$ cat src/rtl/i2c_bus_arbiter.sv
// Two-port round-robin arbiter feeding one I2C write master.
// Buffers one three-byte write per port and waits out the master's busy window.
module i2c_bus_arbiter #(
  parameter int unsigned BUSY_TIMEOUT = 15,
  parameter int unsigned CNT_W        = 8
) (
  input  logic       clk,
  input  logic       rst,
  input  logic       req0_start,
  input  logic [6:0] req0_address,
  input  logic [7:0] req0_data_0,
  input  logic [7:0] req0_data_1,
  output logic       req0_busy,
  output logic       req0_done,
  input  logic       req1_start,
  input  logic [6:0] req1_address,
  input  logic [7:0] req1_data_0,
  input  logic [7:0] req1_data_1,
  output logic       req1_busy,
  output logic       req1_done,
  input  logic       i2c_busy,
  output logic       i2c_start,
  output logic [6:0] address,
  output logic [7:0] data_0,
  output logic [7:0] data_1,
  output logic       owner,
  output logic       timeout_err
);

  localparam logic [1:0] S_IDLE      = 2'd0;
  localparam logic [1:0] S_LAUNCH    = 2'd1;
  localparam logic [1:0] S_WAIT_BUSY = 2'd2;
  localparam logic [1:0] S_WAIT_DONE = 2'd3;

  localparam logic [CNT_W-1:0] TMO_LAST = CNT_W'(BUSY_TIMEOUT - 1);

  logic [1:0]       state_q, state_d;
  logic [CNT_W-1:0] cnt_q, cnt_d;
  logic [1:0]       pend_q, pend_d;
  logic [1:0][6:0]  slot_addr_q, slot_addr_d;
  logic [1:0][7:0]  slot_d0_q, slot_d0_d;
  logic [1:0][7:0]  slot_d1_q, slot_d1_d;
  logic [6:0]       addr_q, addr_d;
  logic [7:0]       dat0_q, dat0_d;
  logic [7:0]       dat1_q, dat1_d;
  logic             start_q, start_d;
  logic             owner_q, owner_d;
  logic             last_q, last_d;
  logic [1:0]       done_q, done_d;
  logic             tmo_q, tmo_d;
  logic             grant;
  logic             complete;

  always_comb begin
    state_d     = state_q;
    cnt_d       = cnt_q;
    pend_d      = pend_q;
    slot_addr_d = slot_addr_q;
    slot_d0_d   = slot_d0_q;
    slot_d1_d   = slot_d1_q;
    addr_d      = addr_q;
    dat0_d      = dat0_q;
    dat1_d      = dat1_q;
    start_d     = 1'b0;
    owner_d     = owner_q;
    last_d      = last_q;
    done_d      = '0;
    tmo_d       = 1'b0;
    grant       = 1'b0;
    complete    = 1'b0;

    // Requests only land in an empty slot; a busy slot keeps its contents.
    if (!pend_q[0] && req0_start) begin
      pend_d[0]      = 1'b1;
      slot_addr_d[0] = req0_address;
      slot_d0_d[0]   = req0_data_0;
      slot_d1_d[0]   = req0_data_1;
    end
    if (!pend_q[1] && req1_start) begin
      pend_d[1]      = 1'b1;
      slot_addr_d[1] = req1_address;
      slot_d0_d[1]   = req1_data_0;
      slot_d1_d[1]   = req1_data_1;
    end

    case (state_q)
      S_IDLE: begin
        if (pend_q != 2'b00) begin
          grant   = (pend_q == 2'b11) ? ~last_q : pend_q[1];
          addr_d  = slot_addr_q[grant];
          dat0_d  = slot_d0_q[grant];
          dat1_d  = slot_d1_q[grant];
          owner_d = grant;
          start_d = 1'b1;
          state_d = S_LAUNCH;
        end
      end
      S_LAUNCH: begin
        cnt_d   = '0;
        state_d = S_WAIT_BUSY;
      end
      S_WAIT_BUSY: begin
        if (i2c_busy) begin
          state_d = S_WAIT_DONE;
        end else if (cnt_q == TMO_LAST) begin
          complete = 1'b1;
          tmo_d    = 1'b1;
        end else begin
          cnt_d = cnt_q + 1'b1;
        end
      end
      S_WAIT_DONE: begin
        if (!i2c_busy) complete = 1'b1;
      end
      default: state_d = S_IDLE;
    endcase

    if (complete) begin
      done_d[owner_q] = 1'b1;
      pend_d[owner_q] = 1'b0;
      last_d          = owner_q;
      state_d         = S_IDLE;
    end
  end

  always_ff @(posedge clk or negedge rst) begin
    if (!rst) begin
      state_q     <= S_IDLE;
      cnt_q       <= '0;
      pend_q      <= '0;
      slot_addr_q <= '0;
      slot_d0_q   <= '0;
      slot_d1_q   <= '0;
      addr_q      <= '0;
      dat0_q      <= '0;
      dat1_q      <= '0;
      start_q     <= 1'b0;
      owner_q     <= 1'b0;
      last_q      <= 1'b1;
      done_q      <= '0;
      tmo_q       <= 1'b0;
    end else begin
      state_q     <= state_d;
      cnt_q       <= cnt_d;
      pend_q      <= pend_d;
      slot_addr_q <= slot_addr_d;
      slot_d0_q   <= slot_d0_d;
      slot_d1_q   <= slot_d1_d;
      addr_q      <= addr_d;
      dat0_q      <= dat0_d;
      dat1_q      <= dat1_d;
      start_q     <= start_d;
      owner_q     <= owner_d;
      last_q      <= last_d;
      done_q      <= done_d;
      tmo_q       <= tmo_d;
    end
  end

  assign req0_busy   = pend_q[0];
  assign req1_busy   = pend_q[1];
  assign req0_done   = done_q[0];
  assign req1_done   = done_q[1];
  assign i2c_start   = start_q;
  assign address     = addr_q;
  assign data_0      = dat0_q;
  assign data_1      = dat1_q;
  assign owner       = owner_q;
  assign timeout_err = tmo_q;

endmodule
$ cat config.mk
export PLATFORM = sky130hd
export DESIGN_NAME = i2c_bus_arbiter
export DESIGN_NICKNAME = d
export VERILOG_FILES = /design/src/rtl/i2c_bus_arbiter.sv
export SDC_FILE = /design/constraint.sdc
export NUM_CORES = 1
export LEC_CHECK = 0
export ABC_AREA = 0
export CAP_MARGIN = 20
export CORE_MARGIN = 2
export CORE_UTILIZATION = 50
export CTS_BUF_LIST = sky130_fd_sc_hd__clkbuf_4 sky130_fd_sc_hd__clkbuf_8
export CTS_CLUSTER_DIAMETER = 40
export DETAILED_ROUTE_END_ITERATION = 7
export DONT_BUFFER_PORTS = 1
export GPL_ROUTABILITY_DRIVEN = 1
export GPL_TIMING_DRIVEN = 0
export PLACE_DENSITY = 0.67
export SYNTH_ARGS = -nofsm -noshare
export SYNTH_HDL_FRONTEND = slang
export SYNTH_SLANG_ARGS = --single-unit
$ cat constraint.sdc
create_clock -name clk -period 5.81 [get_ports clk]
set_clock_uncertainty 0.05 [all_clocks]
set_input_delay 1.162 -clock clk [delete_from_list [all_inputs] [get_ports clk]]
set_output_delay 1.162 -clock clk [all_outputs]
set_load 0.02 [all_outputs]
==> reports/metrics.csv <==
stage;metric;value;unit
timing;Final Hold Vio Count;0;
synthesis;Yosys top cell by area;dfrtp_1;
floorplanning;Placeable Area;0.007176;mm²
synthesis;yosys warns;0;
synthesis;syn nets;340;
status;status;completed;
layout;Filler cells;615;
global_routing;pin count of the biggest net entering global routing;88;
global_routing;first-pass GRT wire length;11.16;mm
synthesis;FF+latch count, synth;87;
critical_path;FF-to-FF setup slack;3640;ps
clock_tree;post_cts resized;0;
synthesis;top post-synthesis cells by count;86 x dfrtp_1, 46 x mux2_2, 31 x nand2_1;
placed_design;pre-CTS setup slack;3359;ps
critical_path;origin of the worst setup path;state_q[0];
layout;Multi-input gate area;0.001414;mm²
clock_tree;Max Root-Sink Buffers;2;
clock_tree;TritonCTS Buffers;9;
placed_design;Placed Instances;382;
critical_path;Startpoint Class;flip-flop;
timing;headroom to the max-slew limit;64.87;%
layout;ANT cells;0;
clock_tree;H-tree depth;3;
drt;DR WL/cell;17.17;µm
floorplanning;row count;31;
power_and_ir_drop;Pwr Total;2219;µW
power_and_ir_drop;P_leak;0.001889;µW
synthesis;count leader, synth;dfrtp_1;
critical_path;worst r2r src;state_q[0];
placed_design;Port Buffers;0;
critical_path;Worst Setup End Kind;flip-flop;
timing;fin crit period;2172;ps
layout;post-route non-filler standard cell count;398;
layout;Nets;351;
clock_tree;Clk Latency, worst-skew pair;350;ps
synthesis;Post-synth ARST share;100.0;%
global_routing;Overflow after GRT;0;
synthesis;Cell Area, Synth;0.003677;mm²
timing;RSZ-0062 raised after global routing;no;
synthesis;Synth area leaders;dfrtp_1 59%, mux2_2 14%, mux2i_1 8.2%;
worst_hold_path;Hold WC Path Type;input pin to asynchronous set/reset pin;
clock_tree;clk sinks;87;
drt;# DRC;0;
timing;final setup margin;3638;ps
layout;Storage cell area;0.002178;mm²
critical_path;FF-to-FF End;address[6];
synthesis;sequential element share of the synthesized area;59.24;%
floorplanning;Die Width;89.76;µm
synthesis;Post-Syn Area per Cell;12.99;µm²
floorplanning;Ports;81;
timing;Setup-failing EPs final;0;
drt;Routed WL;6.834;mm
floorplanning;Starting Density;51.25;%
clock_tree;Post-CTS Setup Bufs;0;
synthesis;Synth top area share;58.52;%
synthesis;Mapped Cells;283;
critical_path;crit path DAT;2390;ps
clock_tree;CTS tree;yes;
synthesis;Synth Flop Type;dfrtp_1;
layout;P&R area growth vs syn;8.234;%
placed_design;GP Congestion;0.7947;
floorplanning;die height;89.76;µm
clock_tree;clock transition at the registers of the reported paths;90;ps
timing;crit share post-route;37.39;%
global_routing;gr usage total;17.84;%
timing;max-slew violations;0;
global_routing;initial antenna violation count;0;
timing;Highest Clock Rate;460.3;MHz
floorplanning;die area;0.008057;mm²
layout;layout cell share with drive strength beyond 1;26.09;%
power_and_ir_drop;Max VDD drop;0.2376;mV
timing;Worst-Margin Slew;527.0;ps
drt;DR iter-0 viols;46;
drt;1st-pass router iterations;4;
critical_path;Worst Path Max Fanout;10;
critical_path;cell depth of the worst flop-to-flop path;7;
critical_path;Worst Path Required;6030;ps
placed_design;HPWL after detailed placement;4.708;mm
drt;Vias;2091;
timing;setup tns final;0;ps
synthesis;count of cell types in the netlist;34;
drt;Via-to-Cell Ratio;5.254;
timing;Min Hold Slack;442.7;ps
clock_tree;root buffer cell;clkbuf_8;
power_and_ir_drop;Power Density;557.6;mW/mm²
global_routing;vias in the first global route;2211;
synthesis;Post-synth EDFFs;0;
drt;Routed Antenna Nets;0;
flow_run;max_cap viols;0;
clock_tree;hold buffers post-CTS;0;
critical_path;kind of critical path;flip-flop to flip-flop;
[final cells by class]
type	instances	share of cell area (%)
multi-input combinational	177	35.52
clock buffer	9	3.112
buffer	14	1.666
sequential	87	54.73
inverter	5	0.4715
clock inverter	7	1.383
tap	99	3.112
[layout by cell type (no fill, tap or decap), types with 3 or more instances in the layout]
master / synthesis / layout
dfrtp_1: 86 / 86
mux2_2: 46 / 46
nand2_1: 31 / 31
mux2i_1: 30 / 30
o21ai_0: 24 / 24
clkbuf_8: 0 / 9
nor2_1: 8 / 8
clkbuf_1: 7 / 7
ha_1: 6 / 6
inv_1: 5 / 5
buf_2: 5 / 5
nor2b_1: 3 / 3
[power by group]
| group | total [µW] | switching (µW) | internal, µW |
|---|---|---|---|
| Combinational | 698 | 331 | 367 |
| Clock | 381 | 221 | 160 |
| Sequential | 1140 | 266 | 875 |
| Total | 2220 | 817 | 1400 |
[through the flow]
step | instance area [µm²] | util, %
after floorplan | 3677 | -
after detailed placement | 3801 | 52.97
after global routing | 3980 | 55.47
after global placement | 3801 | 52.97
final | 3980 | 55.47
after CTS | 3980 | 55.47
[state kept, by name, indices dropped and copies added, names as in the netlist]
signal	flops
slot_addr_q	14
cnt_q	8
address	7
done_q	2
data_0	8
slot_d1_q	16
last_q	1
timeout_err	1
pend_q	2
slot_d0_q	16
i2c_start	1
owner	1
data_1	8
state_q	2
[logic make-up after synthesis]
family	after synthesis	share of synthesized area, %
fa+ha+maj	6	2.041
simple gates	60	8.166
xor+xnor	2	0.4764
buf+inv	19	2.314
mux	77	22.66
flops	87	59.24
compound gates	32	5.104
[routing by layer]
layer  GRT usage [%]  part of all wire, %
met5               0                    0
met1           22.83                   44
met3           6.203                  7.0
met2           27.97                   47
met4           7.308                  1.6
[worst max-delay path: stages (launching register included)]
cell and delay, ps:
dfrtp_1 440, inv_1 90, ha_1 260, o21ai_0 180
clkbuf_1 410, clkbuf_1 470, nand2_1 120, o21ai_0 90
[worst max path at each step]
stage / to / slack [ps] / cells after the start
floorplan: state_q[0] / 3410 / 4
global placement: state_q[0] / 3360 / 4
detailed placement: state_q[0] / 3360 / 4
CTS: address[6] / 3590 / 7
global route: address[6] / 3390 / 7
finish: address[6] / 3640 / 7
No activity file was read; power rests on OpenSTA's default activity.
